===== config.mk =====
export PLATFORM = sky130hd
export DESIGN_NAME = mem_bus_arbiter_flat
export DESIGN_NICKNAME = d
export VERILOG_FILES = /design/src/rtl/mem_bus_pkg.sv /design/src/rtl/mem_bus_arbiter_if.sv /design/src/rtl/rr_arbiter2.sv /design/src/rtl/mem_bus_arbiter.sv /design/src/flat_wrapper.sv
export SDC_FILE = /design/constraint.sdc
export NUM_CORES = 1
export LEC_CHECK = 0
export BUFFER_PORTS_ARGS = -buffer_cell sky130_fd_sc_hd__buf_4
export CORE_UTILIZATION = 50
export CTS_CLUSTER_DIAMETER = 50
export DETAILED_ROUTE_END_ITERATION = 6
export GPL_TIMING_DRIVEN = 1
export PLACE_DENSITY = 0.91
export SLEW_MARGIN = 40
export SYNTH_ARGS = -nofsm -noshare
export SYNTH_HDL_FRONTEND = slang
export SYNTH_SLANG_ARGS = --single-unit

===== constraint.sdc =====
create_clock -name clk -period 2.57 [get_ports clk]
set_input_delay 0.1285 -clock clk [delete_from_list [all_inputs] [get_ports clk]]
set_output_delay 0.1285 -clock clk [all_outputs]
set_load 0.02 [all_outputs]

===== src/rtl/mem_bus_pkg.sv =====
// Shared definitions for the memory bus arbiter slice.
//   state_t  : arbiter FSM states (IDLE / BUSY / RESP)
//   owner_t  : which requester owns the in-flight transaction
//   ERR_DATA : response data returned on a timeout (all ones; slice to DW)
//   TO_CNT_W : width of the BUSY-cycle timeout counter
package mem_bus_pkg;

  typedef enum logic [1:0] {
    IDLE = 2'd0,
    BUSY = 2'd1,
    RESP = 2'd2
  } state_t;

  typedef enum logic {
    OWN_IF = 1'b0,
    OWN_D  = 1'b1
  } owner_t;

  localparam logic [63:0] ERR_DATA = '1;
  localparam int          TO_CNT_W = 4;

endpackage


===== src/rtl/mem_bus_arbiter_if.sv =====
// Bundle of all requester-side and external-bus signals of mem_bus_arbiter.
//   slave  : the arbiter's view (takes requests + ext_rdata/ext_ready,
//            drives grants, responses and the external bus)
//   master : the environment's view (requesters + external memory)
interface mem_bus_arbiter_if #(
  parameter int AW = 8,
  parameter int DW = 8
) ();

  // instruction-fetch requester
  logic          if_req;
  logic [AW-1:0] if_addr;
  logic          if_gnt;
  logic          if_rvalid;
  // data requester
  logic          d_req;
  logic          d_we;
  logic [AW-1:0] d_addr;
  logic [DW-1:0] d_wdata;
  logic          d_gnt;
  logic          d_rvalid;
  // shared response
  logic [DW-1:0] rdata;
  logic          err;
  // external bus
  logic          ext_valid;
  logic          ext_we;
  logic [AW-1:0] ext_addr;
  logic [DW-1:0] ext_wdata;
  logic [DW-1:0] ext_rdata;
  logic          ext_ready;
  // status
  logic          busy;

  modport slave (
    input  if_req, if_addr, d_req, d_we, d_addr, d_wdata, ext_rdata, ext_ready,
    output if_gnt, if_rvalid, d_gnt, d_rvalid, rdata, err,
           ext_valid, ext_we, ext_addr, ext_wdata, busy
  );

  modport master (
    output if_req, if_addr, d_req, d_we, d_addr, d_wdata, ext_rdata, ext_ready,
    input  if_gnt, if_rvalid, d_gnt, d_rvalid, rdata, err,
           ext_valid, ext_we, ext_addr, ext_wdata, busy
  );

endinterface


===== src/rtl/rr_arbiter2.sv =====
// Two-way round-robin arbiter, purely combinational.
//   req  : request vector, bit index = owner_t encoding (0 = fetch, 1 = data)
//   last : requester served most recently
//   en   : when low, no grant is issued
//   gnt  : one-hot grant (or zero)
// On a tie the requester that was not served last wins; a lone request wins.
module rr_arbiter2
  import mem_bus_pkg::*;
(
  input  logic [1:0] req,
  input  owner_t     last,
  input  logic       en,
  output logic [1:0] gnt
);

  always_comb begin
    gnt = 2'b00;
    if (en) begin
      if (req == 2'b11) begin
        gnt = (last == OWN_D) ? 2'b01 : 2'b10;
      end else begin
        gnt = req;
      end
    end
  end

endmodule


===== src/rtl/mem_bus_arbiter.sv =====
// Arbitrates an instruction-fetch port and a data port onto one external
// memory bus, one transaction at a time.
//   clk, rst : clock (rising edge) and synchronous active-high reset
//   bus      : mem_bus_arbiter_if.slave -- requester handshakes, shared
//              response (rdata/err), external bus and the busy flag
// Flow: IDLE grants combinationally and latches the request, BUSY drives the
// external bus until ext_ready or timeout, RESP pulses the owner's rvalid.
module mem_bus_arbiter
  import mem_bus_pkg::*;
#(
  parameter int AW      = 8,
  parameter int DW      = 8,
  parameter int TIMEOUT = 15
) (
  input  logic                 clk,
  input  logic                 rst,
  mem_bus_arbiter_if.slave     bus
);

  // Counter value seen in the last allowed BUSY cycle; the count reaches
  // TIMEOUT on the edge that leaves BUSY.
  localparam logic [TO_CNT_W-1:0] TO_LAST =
    TO_CNT_W'((TIMEOUT == 0) ? 0 : TIMEOUT - 1);

  state_t              state_reg;
  owner_t              owner_reg;
  owner_t              last_reg;
  logic [AW-1:0]       addr_reg;
  logic [DW-1:0]       wdata_reg;
  logic [DW-1:0]       rdata_reg;
  logic                ext_valid_reg;
  logic                ext_we_reg;
  logic                err_reg;
  logic                if_rvalid_reg;
  logic                d_rvalid_reg;
  logic                busy_reg;
  logic [TO_CNT_W-1:0] to_cnt_reg;

  logic [1:0] req;
  logic [1:0] gnt;
  logic       arb_en;
  logic       timeout_hit;

  assign req    = {bus.d_req, bus.if_req};
  // Grants only while idle and never during reset.
  assign arb_en = (state_reg == IDLE) && !rst;

  rr_arbiter2 u_rr (
    .req  (req),
    .last (last_reg),
    .en   (arb_en),
    .gnt  (gnt)
  );

  assign timeout_hit = (TIMEOUT != 0) && (to_cnt_reg == TO_LAST);

  always_ff @(posedge clk) begin
    if (rst) begin
      state_reg     <= IDLE;
      owner_reg     <= OWN_IF;
      last_reg      <= OWN_D;   // so fetch wins the first tie
      addr_reg      <= '0;
      wdata_reg     <= '0;
      rdata_reg     <= '0;
      ext_valid_reg <= 1'b0;
      ext_we_reg    <= 1'b0;
      err_reg       <= 1'b0;
      if_rvalid_reg <= 1'b0;
      d_rvalid_reg  <= 1'b0;
      busy_reg      <= 1'b0;
      to_cnt_reg    <= '0;
    end else begin
      case (state_reg)
        IDLE: begin
          if (gnt != 2'b00) begin
            owner_reg     <= gnt[1] ? OWN_D : OWN_IF;
            last_reg      <= gnt[1] ? OWN_D : OWN_IF;
            addr_reg      <= gnt[1] ? bus.d_addr : bus.if_addr;
            // Fetches are always reads with zero write data.
            wdata_reg     <= gnt[1] ? bus.d_wdata : '0;
            ext_we_reg    <= gnt[1] & bus.d_we;
            ext_valid_reg <= 1'b1;
            busy_reg      <= 1'b1;
            to_cnt_reg    <= '0;
            state_reg     <= BUSY;
          end
        end

        BUSY: begin
          if (!bus.ext_ready) begin
            to_cnt_reg <= to_cnt_reg + TO_CNT_W'(1);
          end
          // ext_ready wins over a timeout landing in the same cycle.
          if (bus.ext_ready || timeout_hit) begin
            if (bus.ext_ready) begin
              rdata_reg <= ext_we_reg ? '0 : bus.ext_rdata;
              err_reg   <= 1'b0;
            end else begin
              rdata_reg <= ERR_DATA[DW-1:0];
              err_reg   <= 1'b1;
            end
            if_rvalid_reg <= (owner_reg == OWN_IF);
            d_rvalid_reg  <= (owner_reg == OWN_D);
            ext_valid_reg <= 1'b0;
            ext_we_reg    <= 1'b0;
            state_reg     <= RESP;
          end
        end

        RESP: begin
          if_rvalid_reg <= 1'b0;
          d_rvalid_reg  <= 1'b0;
          busy_reg      <= 1'b0;
          state_reg     <= IDLE;
        end

        default: begin
          state_reg <= IDLE;
        end
      endcase
    end
  end

  assign bus.if_gnt    = gnt[0];
  assign bus.d_gnt     = gnt[1];
  assign bus.if_rvalid = if_rvalid_reg;
  assign bus.d_rvalid  = d_rvalid_reg;
  assign bus.rdata     = rdata_reg;
  assign bus.err       = err_reg;
  assign bus.ext_valid = ext_valid_reg;
  assign bus.ext_we    = ext_we_reg;
  assign bus.ext_addr  = addr_reg;
  assign bus.ext_wdata = wdata_reg;
  assign bus.busy      = busy_reg;

endmodule


===== src/flat_wrapper.sv =====
// flat-port wrapper written by rule: the top's interface ports become plain ports
module mem_bus_arbiter_flat import mem_bus_pkg::*;
#(
  parameter int AW      = 8,
  parameter int DW      = 8,
  parameter int TIMEOUT = 15
)
  (clk, rst, bus_if_req, bus_if_addr, bus_d_req, bus_d_we, bus_d_addr, bus_d_wdata, bus_ext_rdata, bus_ext_ready, bus_if_gnt, bus_if_rvalid, bus_d_gnt, bus_d_rvalid, bus_rdata, bus_err, bus_ext_valid, bus_ext_we, bus_ext_addr, bus_ext_wdata, bus_busy);
  mem_bus_arbiter_if #(.AW(AW), .DW(DW)) bus_i ();
  input  logic clk;
  input  logic rst;
  input wire logic [$bits(bus_i.if_req)-1:0] bus_if_req;
  input wire logic [$bits(bus_i.if_addr)-1:0] bus_if_addr;
  input wire logic [$bits(bus_i.d_req)-1:0] bus_d_req;
  input wire logic [$bits(bus_i.d_we)-1:0] bus_d_we;
  input wire logic [$bits(bus_i.d_addr)-1:0] bus_d_addr;
  input wire logic [$bits(bus_i.d_wdata)-1:0] bus_d_wdata;
  input wire logic [$bits(bus_i.ext_rdata)-1:0] bus_ext_rdata;
  input wire logic [$bits(bus_i.ext_ready)-1:0] bus_ext_ready;
  output wire logic [$bits(bus_i.if_gnt)-1:0] bus_if_gnt;
  output wire logic [$bits(bus_i.if_rvalid)-1:0] bus_if_rvalid;
  output wire logic [$bits(bus_i.d_gnt)-1:0] bus_d_gnt;
  output wire logic [$bits(bus_i.d_rvalid)-1:0] bus_d_rvalid;
  output wire logic [$bits(bus_i.rdata)-1:0] bus_rdata;
  output wire logic [$bits(bus_i.err)-1:0] bus_err;
  output wire logic [$bits(bus_i.ext_valid)-1:0] bus_ext_valid;
  output wire logic [$bits(bus_i.ext_we)-1:0] bus_ext_we;
  output wire logic [$bits(bus_i.ext_addr)-1:0] bus_ext_addr;
  output wire logic [$bits(bus_i.ext_wdata)-1:0] bus_ext_wdata;
  output wire logic [$bits(bus_i.busy)-1:0] bus_busy;
  assign bus_i.if_req = bus_if_req;
  assign bus_i.if_addr = bus_if_addr;
  assign bus_i.d_req = bus_d_req;
  assign bus_i.d_we = bus_d_we;
  assign bus_i.d_addr = bus_d_addr;
  assign bus_i.d_wdata = bus_d_wdata;
  assign bus_i.ext_rdata = bus_ext_rdata;
  assign bus_i.ext_ready = bus_ext_ready;
  assign bus_if_gnt = bus_i.if_gnt;
  assign bus_if_rvalid = bus_i.if_rvalid;
  assign bus_d_gnt = bus_i.d_gnt;
  assign bus_d_rvalid = bus_i.d_rvalid;
  assign bus_rdata = bus_i.rdata;
  assign bus_err = bus_i.err;
  assign bus_ext_valid = bus_i.ext_valid;
  assign bus_ext_we = bus_i.ext_we;
  assign bus_ext_addr = bus_i.ext_addr;
  assign bus_ext_wdata = bus_i.ext_wdata;
  assign bus_busy = bus_i.busy;
  mem_bus_arbiter #(.AW(AW), .DW(DW), .TIMEOUT(TIMEOUT)) u_core (.clk(clk), .rst(rst), .bus(bus_i));
endmodule

-- Word level (Yosys, flattened, before mapping)
Index checks and enable logic that the tools add are counted.
- $add $sub $neg: 1
- $mul: 0
- divide/modulo/power cells: 0
- magnitude comparators: 0
- eq/ne operators: 7
- shift-type cells: 0
- muxes and demuxes: 25
- bitwise logic cells: 2
- reductions and logical operators: 15
- operators by type and width (cell ; count):
    $mux W8 ; 4
    $mux W2 ; 5
    $pmux W1 S2 ; 5
    $reduce_and A2 Y1 ; 5
    $mux W4 ; 2
    $pmux W4 S2 ; 1
    $reduce_bool A2 Y1 ; 4
    $mux W1 ; 7
    $reduce_and A3 Y1 ; 2
    $add A4 B1 Y4 const B ; 1
    $eq A2 B2 Y1 const B ; 2
    $eq A4 B4 Y1 const B ; 1
    $ne A2 B2 Y1 const B ; 2
    $pmux W2 S2 ; 1
    $eq A2 B1 Y1 const B ; 1
    $logic_not A2 Y1 ; 1
    $ne A2 B1 Y1 const B ; 1
    $and A1 B1 Y1 ; 1
    $logic_and A1 B1 Y1 ; 1
    $logic_not A1 Y1 ; 1
    $logic_or A1 B1 Y1 ; 1
    $not A1 Y1 ; 1
- register bits after elaboration: 38
- bits in latches: 0
- RAM bits: 0
- memory bits (read-only): 0
- bits of input ports: 38
- output and inout port bits: 32
- word-level logic and storage cells: 63
- memories kept: 0

-- Logic depth before layout (Yosys ltp)
- depth in word-level cells: 6
- gate-level depth with buffers: 6
- gate-level depth less buffers: 5

-- Modules after synthesis
A second synthesis with hierarchy kept.
- cell total of the unflattened synthesis: 171
- area total of the unflattened synthesis: 1611.5 µm²
- by module, submodules not included (module ; times used ; cells each ; area each (µm²) ; sequential area each (µm²)):
    mem_bus_arbiter ; 1 ; 166 ; 1590.3 ; 760.7
    rr_arbiter2 ; 1 ; 5 ; 21.3 ; 0.0

-- Worst setup path after synthesis
No wires, ideal clock.
- kind: flip-flop to flip-flop
- start: reg u_core.state_reg[1]
- end: reg u_core.owner_reg
- setup time: 162 ps
- arrival time: 1540 ps
- data required time: 2408 ps
- path slack: 867 ps
- stages on the path, launching flop included: 4
- buffers on the path: 0
- cell sequence: dfxtp_1 or3_1 a211oi_1 o22ai_1
- longest elaborated chain between the ends: 5
- RTL lines (item ; RTL line ; source):
    from (decl) ; mem_bus_arbiter.sv:25 ; state_t state_reg;
    from (signal assigned) ; mem_bus_arbiter.sv:59 ; state_reg <= IDLE;
    from (signal assigned) ; mem_bus_arbiter.sv:85 ; state_reg <= BUSY;
    from (signal assigned) ; mem_bus_arbiter.sv:106 ; state_reg <= RESP;
    $logic_not A2 Y1 ; mem_bus_arbiter.sv:46 ; assign arb_en = (state_reg == IDLE) && !rst;
    $logic_and A1 B1 Y1 ; mem_bus_arbiter.sv:46 ;
    $mux W2 ; rr_arbiter2.sv:18 ; if (en) begin
    net bus_if_gnt ; flat_wrapper.sv:20 ; output wire logic [$bits(bus_i.if_gnt)-1:0] bus_if_gnt;
    $reduce_bool A2 Y1 ; mem_bus_arbiter.sv:75 ; if (gnt != 2'b00) begin
    $reduce_and A2 Y1 (no line) ; - ;
    to (signal assigned) ; mem_bus_arbiter.sv:76 ; owner_reg <= gnt[1] ? OWN_D : OWN_IF;
    to (decl) ; mem_bus_arbiter.sv:26 ; owner_t owner_reg;
The timed path passes the listed nets, and every way through them passes these cells.
A chain may end at the register's enable or synchronous reset.

-- Worst setup path in the final report
- start: reg u_core.state_reg[1]
- end: out bus_if_gnt
- longest elaborated chain between the ends: 3
- RTL lines (item ; RTL line):
    $logic_not A2 Y1 ; mem_bus_arbiter.sv:46
    $logic_and A1 B1 Y1 ; mem_bus_arbiter.sv:46
    $mux W2 ; rr_arbiter2.sv:18
    to (decl) ; flat_wrapper.sv:20
Every way passes these cells.

==> impl_metrics.tcl <==
set metrics [dict create \
    outcome "completed" \
    vias 1603 \
    synthAdderAreaFrac_pct 1.51 \
    slowest_delay_ns 0.67 \
    syn_avg_cell_area_sq_um 8.67 \
    yosys_warnings 0 \
    cp_slowest_cell "or3_1" \
    fin_cells 298 \
    drt_pass1_iterations 4 \
    post-cts-setup-buffers 0 \
    power_mw 1.18 \
    synth_top_family_by_area "compound AO/OA/AOI/OAI gates" \
    cts_max_level 2 \
    drcViolationCount 0 \
    synth_area_leaders "dfxtp_1 (46%), a21oi_1 (9.1%), nand3_1 (5.7%)" \
    worst_pin_slew_ns 0.657 \
    place.gp.congestion 0.838 \
    clk_latency_ns 0.34 \
    synthMuxAreaShare_pct 1.28 \
    fin_crit_ns 2.15 \
    grt_pass1_wl_mm 6.24 \
    drive_above_1_share_pct 34.3 \
    synth_compound_area_share_pct 27.6 \
    postLayoutCellArea_sq_um 2240 \
    clockBufferDepth 2 \
    final_common_cell "buf_4" \
    mostFrequentLayoutCells "buf_4 (72), dfxtp_1 (38), a21oi_1 (30), o21ai_0 (19), nand3_1 (19)" \
    endpoint_kind "primary output" \
    finalCritPeriodShare_pct 83.5 \
    crit_fanout 22 \
    max_slew_margin_pct 56.0 \
    io_buffers 69 \
    hold_viol 0 \
    wire_per_inst_um 13.0 \
    rsz0062_at_grt "no" \
    cts_root_buffer "clkbuf_4" \
    cp_data_arrival_time_ns 2.02 \
    synth_top_area_cell "dfxtp_1" \
    clock-sinks 38 \
    clk_pin_slew_worst_paths_ns 0.11 \
    path_cells "or3_1 > a211oi_1 > buf_4" \
    post-dp-hpwl_mm 2.78 \
    critPathLaunchType "flip-flop" \
    nFillCells 265 \
    antenna_cells 0 \
    die_x_um 59.6 \
    power_leakage_nw 0.941 \
    dp.cells 291 \
    yosysSeqAreaShare_pct 45.9 \
    placed_area_sq_um 2190 \
    synth_xor_area_share_pct 0.529 \
    fmax_mhz 466 \
    grt.total_usage_pct 23.2 \
    cts_tree "yes" \
    final_nets 294 \
    io_pins 70 \
    ant_nets 0 \
    area.growth.synth_to_final_pct 35.0 \
    drt_iter0_drc 76 \
    drv_slew 0 \
    initial_core_util_pct 53.4 \
    gr-total-overflow 0 \
    syn-cell-area_sq_um 1660 \
    p_per_area_nw_per_um2 528 \
    crit_buf_inv 1 \
    grt_pass1_vias 1412 \
    rrSetupSlack_ns 0.85 \
    peakVddDrop_uv 281 \
    regArea_sq_um 761 \
    syn_inst 191 \
    tns_ns 0 \
    num_rows 20 \
    synth_nets 231 \
    die_h_um 59.6 \
    via_per_inst 5.38 \
    dieArea_sq_um 3550 \
    synth_cell_types 36 \
    synth-seq-cells 38 \
    grt_max_degree 42 \
    path_class "reg -> out" \
    multiInputGateArea_sq_um 817 \
    drv_cap 0 \
    yosys.area.top_type_share_pct 45.9 \
    cts_buffers 5 \
    core-area_sq_um 3100 \
    fin_skew_ns 0.00799 \
    cts_resized 0 \
    drt_wl_total_mm 3.88 \
    crit_family "simple AND/OR/NAND/NOR gates" \
    min_path_type "in -> reg" \
    antenna_found_initial 0 \
    cp.required_ns 2.44 \
    holdBufCountCts 0 \
    setup_viol 0 \
    synthSimpleGateAreaFrac_pct 18.3 \
]
cell type report:
type	count	area share, %
Clock buffer	5	1.68
Timing Repair Buffer	72	24.2
Tap cell	44	2.46
Multi-Input combinational cell	133	36.5
Sequential cell	38	34.0
Inverter	4	0.672
Clock inverter	2	0.448
layer usage:
metal  GRT usage (%)  part of all wire (%)  vias to the layer above
li1                -                     -                      818
met1            29.2                    44                      709
met2            39.0                    47                       74
met3            7.21                   8.9                        2
met4            5.32                  0.57                        0
met5               0                     0                        -
stage by stage:
| step | hold slack, ns | setup slack, ns | util (%) |
|---|---|---|---|
| floorplan | 0.256 | 0.867 | - |
| CTS | 0.0249 | 0.419 | 72.0 |
| detailed placement | 0.391 | 0.737 | 70.4 |
| global route | 0.0250 | 0.282 | 72.1 |
| global placement | 0.370 | 0.805 | 70.4 |
| finish | 0.0358 | 0.423 | 72.1 |
worst reg2reg max path, cell delays in order, from the launching register on:
cell and delay, ns:
dfxtp_1 0.37, or3_1 0.67, a211oi_1 0.43, o22ai_1 0.14
Yosys cell counts:
cell type,count
o41ai_1,1
nand2b_1,11
clkbuf_1,10
or3b_2,1
xnor2_1,1
and2b_1,1
mux2_2,1
and3b_1,1
or2_2,2
buf_1,1
a311oi_1,8
o21a_1,9
a21oi_1,30
a21boi_1,1
a31oi_1,1
ha_1,2
o21ai_0,19
inv_1,4
a211oi_2,1
nor3_1,3
or3_1,2
dfxtp_1,38
nor3b_1,1
a211oi_1,1
or2b_1,1
o211ai_1,2
buf_2,5
nor4bb_1,1
nor3_2,1
a21bo_2,1
or3b_1,1
nand3_1,19
mux2i_1,1
nor2_1,7
nand2_1,1
o22ai_1,1
worst paths after layout:
path / start / endpoint / cells after the start
setup / recovery: u_core.state_reg[1] / bus_if_gnt / 3
setup reg to reg: u_core.state_reg[1] / u_core.owner_reg / 3
hold / removal: bus_d_wdata[7] / u_core.bus.ext_wdata[7] / 3
hold reg to reg: u_core.bus.rdata[6] / u_core.bus.rdata[6] / 1
kinds of logic (layout without fill, tap and decap cells):
| family | after synthesis | count (layout) |
|---|---|---|
| compound gates | 75 | 75 |
| fa+ha+maj | 2 | 2 |
| xor+xnor | 1 | 1 |
| buf+inv | 20 | 83 |
| simple gates | 53 | 53 |
| mux | 2 | 2 |
| flops | 38 | 38 |
power by group:
group,switching (mW),internal (mW)
clock,0.184,0.0983
combinational,0.137,0.118
sequential,0.0208,0.622
(Power assumes the default switching activity.)
